==> config.mk <==
export PLATFORM = sky130hd
export DESIGN_NAME = spi_slave_ctrl
export DESIGN_NICKNAME = d
export VERILOG_FILES = /design/src/rtl/spi_slave_ctrl.sv
export SDC_FILE = /design/constraint.sdc
export NUM_CORES = 1
export LEC_CHECK = 0
export CAP_MARGIN = 20
export CORE_ASPECT_RATIO = 1.25
export CORE_MARGIN = 2
export CORE_UTILIZATION = 40
export CTS_CLUSTER_DIAMETER = 200
export DETAILED_ROUTE_END_ITERATION = 7
export PLACE_DENSITY_LB_ADDON = 0.3
export SYNTH_ARGS = -nofsm -noshare
export SYNTH_HDL_FRONTEND = slang
export SYNTH_SLANG_ARGS = --single-unit
==> constraint.sdc <==
create_clock -name clk -period 2.3 [get_ports clk]
set_clock_uncertainty 0.1 [all_clocks]
set_input_delay 0.46 -clock clk [delete_from_list [all_inputs] [get_ports clk]]
set_output_delay 0.46 -clock clk [all_outputs]
set_load 0.01 [all_outputs]
==> src/rtl/spi_slave_ctrl.sv <==
// SPI slave front-end: deserialises {cmd[1:0], payload} frames from MOSI for the RAM and serialises the RAM read reply MSB-first on MISO.
// Latency: rx_valid is registered on the edge that samples the last frame bit; the first MISO bit appears on the edge that samples tx_valid.
// Backpressure: none toward the master; the read reply waits indefinitely for tx_valid while SS_n stays low.
//
// Ports:
//   clk       serial/system clock, every register updates on its rising edge
//   rst       asynchronous active-high reset
//   SS_n      active-low slave select; a frame lives inside one low window
//   MOSI      serial data in, MSB first
//   MISO      registered serial data out, MSB first
//   rx_data   last complete frame; the top two bits are the command
//   rx_valid  one-cycle strobe marking a newly completed frame
//   tx_data   RAM read data
//   tx_valid  RAM read data valid, level-sampled while a read reply is pending
module spi_slave_ctrl #(
    parameter int ADDR_SIZE = 8
) (
    input  logic                 clk,
    input  logic                 rst,
    input  logic                 SS_n,
    input  logic                 MOSI,
    output logic                 MISO,
    output logic [ADDR_SIZE+1:0] rx_data,
    output logic                 rx_valid,
    input  logic [ADDR_SIZE-1:0] tx_data,
    input  logic                 tx_valid
);

    localparam int FRAME = ADDR_SIZE + 2;
    localparam int CNT_W = $clog2(FRAME + 1);
    localparam logic [CNT_W-1:0] LAST_RX = CNT_W'(FRAME - 1);
    localparam logic [CNT_W-1:0] LAST_TX = CNT_W'(ADDR_SIZE);

    typedef enum logic [2:0] {
        IDLE      = 3'd0,
        CHK_CMD   = 3'd1,
        WRITE     = 3'd2,
        READ_ADD  = 3'd3,
        READ_DATA = 3'd4
    } state_t;

    // Progress inside a receive state. WRITE and READ_ADD go RX -> HOLD;
    // READ_DATA goes RX -> WAIT (for the RAM) -> SHIFT (MISO) -> HOLD.
    typedef enum logic [1:0] {
        PH_RX    = 2'd0,
        PH_WAIT  = 2'd1,
        PH_SHIFT = 2'd2,
        PH_HOLD  = 2'd3
    } phase_t;

    state_t                 state, state_nxt;
    phase_t                 phase, phase_nxt;
    logic [CNT_W-1:0]       cnt, cnt_nxt;
    logic [FRAME-2:0]       rx_shift, rx_shift_nxt;
    logic [ADDR_SIZE-1:0]   tx_shift, tx_shift_nxt;
    logic                   rd_addr_seen, rd_addr_seen_nxt;
    logic                   miso_nxt;
    logic [FRAME-1:0]       rx_data_nxt;
    logic                   rx_valid_nxt;

    // ------------------------------------------------------------------
    // State and datapath registers
    // ------------------------------------------------------------------
    always_ff @(posedge clk or posedge rst) begin
        if (rst) begin
            state        <= IDLE;
            phase        <= PH_RX;
            cnt          <= '0;
            rx_shift     <= '0;
            tx_shift     <= '0;
            rd_addr_seen <= 1'b0;
            MISO         <= 1'b0;
            rx_data      <= '0;
            rx_valid     <= 1'b0;
        end else begin
            state        <= state_nxt;
            phase        <= phase_nxt;
            cnt          <= cnt_nxt;
            rx_shift     <= rx_shift_nxt;
            tx_shift     <= tx_shift_nxt;
            rd_addr_seen <= rd_addr_seen_nxt;
            MISO         <= miso_nxt;
            rx_data      <= rx_data_nxt;
            rx_valid     <= rx_valid_nxt;
        end
    end

    // ------------------------------------------------------------------
    // Next-state logic
    // ------------------------------------------------------------------
    always_comb begin
        state_nxt = state;
        case (state)
            IDLE: begin
                if (!SS_n) state_nxt = CHK_CMD;
            end
            CHK_CMD: begin
                if (SS_n)
                    state_nxt = IDLE;
                else if (!MOSI)
                    state_nxt = WRITE;          // commands 00 and 01
                else if (rd_addr_seen)
                    state_nxt = READ_DATA;
                else
                    state_nxt = READ_ADD;
            end
            WRITE, READ_ADD, READ_DATA: begin
                if (SS_n) state_nxt = IDLE;
            end
            default: state_nxt = IDLE;
        endcase
    end

    // ------------------------------------------------------------------
    // Output and datapath logic
    // ------------------------------------------------------------------
    always_comb begin
        phase_nxt        = phase;
        cnt_nxt          = cnt;
        rx_shift_nxt     = rx_shift;
        tx_shift_nxt     = tx_shift;
        rd_addr_seen_nxt = rd_addr_seen;
        miso_nxt         = 1'b0;
        rx_data_nxt      = rx_data;
        rx_valid_nxt     = 1'b0;

        case (state)
            IDLE: begin
                cnt_nxt   = '0;
                phase_nxt = PH_RX;
            end

            CHK_CMD: begin
                // Command MSB is the first frame bit.
                if (!SS_n) begin
                    rx_shift_nxt = {rx_shift[FRAME-3:0], MOSI};
                    cnt_nxt      = CNT_W'(1);
                    phase_nxt    = PH_RX;
                end
            end

            WRITE, READ_ADD, READ_DATA: begin
                case (phase)
                    PH_RX: begin
                        // The last bit completes the frame even if SS_n
                        // rises on the same edge.
                        if (cnt == LAST_RX) begin
                            rx_data_nxt  = {rx_shift, MOSI};
                            rx_valid_nxt = 1'b1;
                            cnt_nxt      = '0;
                            phase_nxt    = (state == READ_DATA) ? PH_WAIT : PH_HOLD;
                            if (state == READ_ADD) rd_addr_seen_nxt = 1'b1;
                        end else if (!SS_n) begin
                            rx_shift_nxt = {rx_shift[FRAME-3:0], MOSI};
                            cnt_nxt      = cnt + CNT_W'(1);
                        end
                    end

                    PH_WAIT: begin
                        // The MSB goes straight to MISO on the capture edge;
                        // the remaining bits are kept for the following cycles.
                        if (!SS_n && tx_valid) begin
                            miso_nxt     = tx_data[ADDR_SIZE-1];
                            tx_shift_nxt = {tx_data[ADDR_SIZE-2:0], 1'b0};
                            cnt_nxt      = CNT_W'(1);
                            phase_nxt    = PH_SHIFT;
                        end
                    end

                    PH_SHIFT: begin
                        if (cnt == LAST_TX) begin
                            // Every bit has been on the wire: reply finished.
                            rd_addr_seen_nxt = 1'b0;
                            cnt_nxt          = '0;
                            phase_nxt        = PH_HOLD;
                        end else begin
                            miso_nxt     = tx_shift[ADDR_SIZE-1];
                            tx_shift_nxt = {tx_shift[ADDR_SIZE-2:0], 1'b0};
                            cnt_nxt      = cnt + CNT_W'(1);
                        end
                    end

                    default: ;  // PH_HOLD: trailing MOSI bits are ignored
                endcase
            end

            default: ;
        endcase

        // Deselect ends the transaction from any state.
        if (SS_n) begin
            cnt_nxt   = '0;
            miso_nxt  = 1'b0;
            phase_nxt = PH_RX;
        end
    end

endmodule
**After elaboration in Yosys (flattened, before gate mapping)**

Index checks and enable logic that the tools add are counted.

- Register bits: 39
- Output and inout port bits: 12
- Input port bits: 13
- Logic and storage cells: 87

- Reductions and logical operators: 18
- Multiplexer cells: 38
- Add/subtract/negate cells: 1
- Eq/ne operators: 21

Operators with widths:

| kind | count |
|---|---|
| two-way mux 9 bit | 3 |
| one-hot mux 4 bit (3 select lines) | 2 |
| one-hot mux 9 bit (2 select lines) | 1 |
| two-way mux 4 bit | 4 |
| two-way mux 8 bit | 2 |
| inequality test 2 bit (second input constant) | 8 |
| one-hot mux 8 bit (2 select lines) | 1 |
| two-way mux 3 bit | 5 |
| inequality test 4 bit (second input constant) | 3 |
| two-way mux 1 bit | 10 |
| two-way mux 2 bit | 5 |
| AND reduction 5 bit | 2 |
| one-hot mux 3 bit (3 select lines) | 1 |
| AND reduction 3 bit | 3 |
| equality test 4 bit (second input constant) | 2 |
| equality test 3 x 2 -> 1 bit (second input constant) | 2 |
| one-hot mux 2 bit (3 select lines) | 1 |
| nonzero test 2 bit | 3 |
| inequality test 5 x 2 -> 1 bit (second input constant) | 1 |
| adder 4 x 1 -> 4 bit (second input constant) | 1 |
| one-hot mux 1 bit (2 select lines) | 2 |
| one-hot mux 2 bit (2 select lines) | 1 |
| AND reduction 4 bit | 1 |
| nonzero test 4 bit | 1 |
| 13 further kinds | 13 |

**Longest topological paths before layout**

- Depth after elaboration: 6
- Depth in mapped cells: 7
- Depth with buffers taken out: 6

**Worst setup path before layout**

OpenSTA, ideal clock, no wires.

- Path kind: flip-flop to flip-flop
- Start point: register phase[0]
- End point: register phase[0]
- Slack: 0.335 ns
- Setup time: 0.126 ns
- Period minus slack after synthesis: 1.965 ns
- Stages on the path, launching flop included: 8
- Buffers on the path: 1
- Arrival: 1.739 ns
- Data required time: 2.074 ns
- Path through: dfrtp_1 -> inv_1 -> ha_1 -> clkbuf_1 -> nor3b_2 -> o221ai_2 -> and4b_1 -> a311o_1

- Word-level cells in the longest chain between the ends: 4
- Elaborated cells on any way between the ends: 11
- Those cells by class: 6 x eq/ne; 3 x mux; 2 x reduce/logical

Ends and longest elaborated chain:

| item | RTL line | text |
|---|---|---|
| start, declared | 52 | `phase_t phase, phase_nxt;` |
| start signal, assigned | 77 | `phase <= phase_nxt;` |
| equality test 2 bit (tied with other cells) | 143 | `case (phase)` |
| one-hot mux 2 bit (3 select lines) | 143 |  |
| one-hot mux 2 bit (2 select lines) | 127 | `case (state)` |
| two-way mux 2 bit | 191 | `if (SS_n) begin` |

Parallel ways exist; a longest one is shown, timed or not.
A chain may end at the register's enable or synchronous reset.

**Worst setup path in the final report**

Ends and elaborated chain as after synthesis.

==> flow_summary_export.csv <==
group,metric,value,unit
run_status,outcome,"completed",
sta,hold_viol,0,
logic_synthesis,synth_largest_area_cell,"dfrtp_1",
logic_synthesis,async_flop_share,1.000,
setup_path,cp-start-kind,"register",
sta,maxSlewViolCount,0,
global_route,antenna_found_initial,0,
setup_path,setup.worst_path.start,"phase[0]$_DFFE_PP0P_",
floorplan,start_util,0.4223,
global_route,overflow,0,
logic_synthesis,post-synth-top-count-cell,"dfrtp_1",
clock_tree,cts_root_buf,"clkbuf_8",
floorplan,dieArea,5657,sq um
floorplan,core,4800,sq um
clock_tree,h-tree-depth,2,
detailed_routing,route.met2.wl,1878,um
sta,slew-limit-headroom,0.6794,
setup_path,rr_startpoint,"phase[0]$_DFFE_PP0P_",
logic_synthesis,yosysWarnings,0,
pwr,leakagePower,1.036,nW
logic_synthesis,synth_cell_types,57,
clock_tree,ctsResizeCount,0,
setup_path,cp_slowest_cell,"ha_1",
clock_tree,clk_pin_slew_worst_paths,0.07,ns
setup_path,crit_chain,"inv_1, ha_1, nor3b_2, o221ai_2, and4b_1, a311o_1",
clock_tree,cts_tree,"built",
floorplan,chipWidth,67.67,um
layout,area_growth,19.44,%
sta,worst_slew_pin_slew,0.4758,ns
setup_path,max_stage_delay,0.42,ns
logic_synthesis,ys_ff_latch,38,
sta,fin_crit,2.078,ns
detailed_routing,drt_iter0_markers,87,
sta,finalSetupViolations,0,
detailed_routing,wl_met1,1747,um
logic_synthesis,synth_ff_type,"dfrtp_1",
setup_path,path_class,"register to register",
logic_synthesis,synth_nets,191,
placement,dpl.hpwl,2865,um
layout,fin_nets,221,
logic_synthesis,synth_edf_count,0,
logic_synthesis,syn_avg_cell_area,11.85,sq um
detailed_routing,vias_per_cell,5.427,
detailed_routing,drc_errors,0,
setup_path,reg2reg_slack,0.22,ns
detailed_routing,wl,3853,um
clock_tree,clkSinkCount,38,
floorplan,die_h,83.59,um
detailed_routing,wl_per_cell,14.71,um
sta,grt_setup_unrepaired,"no",
global_route,grt_pass1_wl,6727,um
layout,drive_gt1_frac,0.2228,
logic_synthesis,yosysSeqAreaShare,0.4691,
detailed_routing,drt_first_pass_iters,4,
layout,final_core_util,0.5044,
layout,num_antenna_cells,0,
setup_path,path_max_fanout,9,
logic_synthesis,netlist_instances,171,
detailed_routing,vias,1422,
sta,fmax,481.3,MHz
detailed_routing,dr.max_layer_used,"met4",
global_route,track_usage,0.1532,
pwr,cellPowerDensity,607.7,nW/um^2
clock_tree,insertion_delay,0.28,ns
placement,gp_congestion,0.8838,
setup_path,worst_ep_required_time,2.37,ns
setup_path,rr_worst_depth,6,
logic_synthesis,synthTopCellsByCount,"dfrtp_1, nand2_1, inv_1, mux2_2",
sta,fin_crit_sh,0.9033,
run,maxCapViolCount,0,
detailed_routing,wl_met3,163,um
logic_synthesis,netlist_top_cells_area,"dfrtp_1, mux2_4, mux2_2, ha_1, mux2i_1",
setup_path,rr_endpoint,"phase[0]$_DFFE_PP0P_",
detailed_routing,ant_nets,0,
min_path,hp-class,"register to register",
clock_tree,clk_path_buf_depth,2,
clock_tree,post-cts-setup-buffers,0,
global_route,grt_pass1_vias,1425,
clock_tree,numCtsBuffers,5,
logic_synthesis,synth_area,2027,sq um
global_route,grt_max_degree,39,
logic_synthesis,synth_top_area_frac,0.4691,
floorplan,rows,28,
setup_path,crit_end,"phase[0]$_DFFE_PP0P_",
pwr,ir_worst_vdd,0.2861,mV
sta,setup_tns,0,ns
clock_tree,cts_hold_buf,0,
floorplan,ios,25,
setup_path,arrival,2.15,ns
placement,io_buffers,24,
setup_path,worstSetupEndpointType,"register",
-- per-layer routing --
layer / GRT usage / vias up
met2: 0.2380 / 34
met4: 0.05751 / 0
li1: - / 685
met3: 0.03779 / 6
met5: 0 / -
met1: 0.2022 / 697
-- state kept, by name, summed over array words and instances (netlist names) --
| register | cells |
|---|---|
| MISO | 1 |
| cnt | 4 |
| phase | 2 |
| rd_addr_seen | 1 |
| rx_data | 10 |
| rx_shift | 9 |
| rx_valid | 1 |
| state | 3 |
| tx_shift | 7 |
-- layout by cell type (no fill, tap or decap), types with 3 or more instances in the layout --
master,n
nand2_1,11
o21ai_0,9
clkdlybuf4s50_1,24
dfrtp_1,38
mux2i_1,6
buf_4,5
mux2_2,10
nor2_1,6
mux2_4,9
ha_1,7
o22ai_1,3
nor2b_1,3
clkbuf_8,6
inv_1,10
a21oi_1,4
nand3_1,3
-- kinds of logic after synthesis --
logic type | synth area share
flip-flops | 0.4691
buffers and inverters | 0.04506
AND/OR/NAND/NOR | 0.1512
multiplexers | 0.1519
AO/OA/AOI/OAI | 0.1395
adder cells (fa/ha/maj) | 0.04321
-- power breakdown --
part	internal, mW	leakage, nW	total (mW)	switching (mW)
sequential	0.749	0.509	0.815	0.0663
clock	0.241	0.0472	0.470	0.229
combinational	0.109	0.480	0.187	0.0778
total	1.10	1.04	1.47	0.373
-- critical path, delay by kind of cell (launching register included) --
| kind | cells | cell delay (ns) |
|---|---|---|
| fa+ha+maj | 1 | 0.42 |
| buf+inv | 1 | 0.08 |
| flops | 1 | 0.38 |
| simple gates | 2 | 0.48 |
| compound gates | 2 | 0.51 |
-- per-stage QoR --
step | instances | cell area [sq um] | total power, mW | hold slack [ns] | setup slack, ns
CTS | 262 | 2421 | 1.489 | 0.3887 | 0.2038
global placement | 254 | 2326 | 1.002 | 0.3622 | 0.2980
floorplan | 171 | 2027 | 0.9476 | 0.3496 | 0.3351
finish | 262 | 2421 | 1.471 | 0.3799 | 0.2225
global route | 262 | 2421 | 1.554 | 0.4141 | 0.06230
detailed placement | 254 | 2326 | 1.018 | 0.3717 | 0.2324
-- how the worst min path moves through the flow --
stage                       startpoint                      end  slack, ns  cells after the start
2_1_floorplan  tx_shift[1]$_DFFE_PP0P_  tx_shift[1]$_DFFE_PP0P_       0.35                      2
3_3_place_gp   tx_shift[1]$_DFFE_PP0P_  tx_shift[1]$_DFFE_PP0P_       0.36                      2
3_5_place_dp   tx_shift[5]$_DFFE_PP0P_  tx_shift[5]$_DFFE_PP0P_       0.37                      2
4_1_cts        tx_shift[5]$_DFFE_PP0P_  tx_shift[5]$_DFFE_PP0P_       0.39                      2
5_1_grt        tx_shift[5]$_DFFE_PP0P_  tx_shift[5]$_DFFE_PP0P_       0.41                      2
6_report       tx_shift[5]$_DFFE_PP0P_  tx_shift[5]$_DFFE_PP0P_       0.38                      2
-- layout make-up --
| type | instances | area (sq um) |
|---|---|---|
| fillers | 427 | 2379 |
| multi-input cells | 117 | 984.7 |
| flip-flops and latches | 38 | 950.9 |
| repair buffers | 29 | 277.8 |
| clock buffers | 6 | 82.58 |
| well taps | 60 | 75.07 |
| inverters | 10 | 37.54 |
| clock inverters | 2 | 12.51 |
Power figures use the tool's default switching activity.
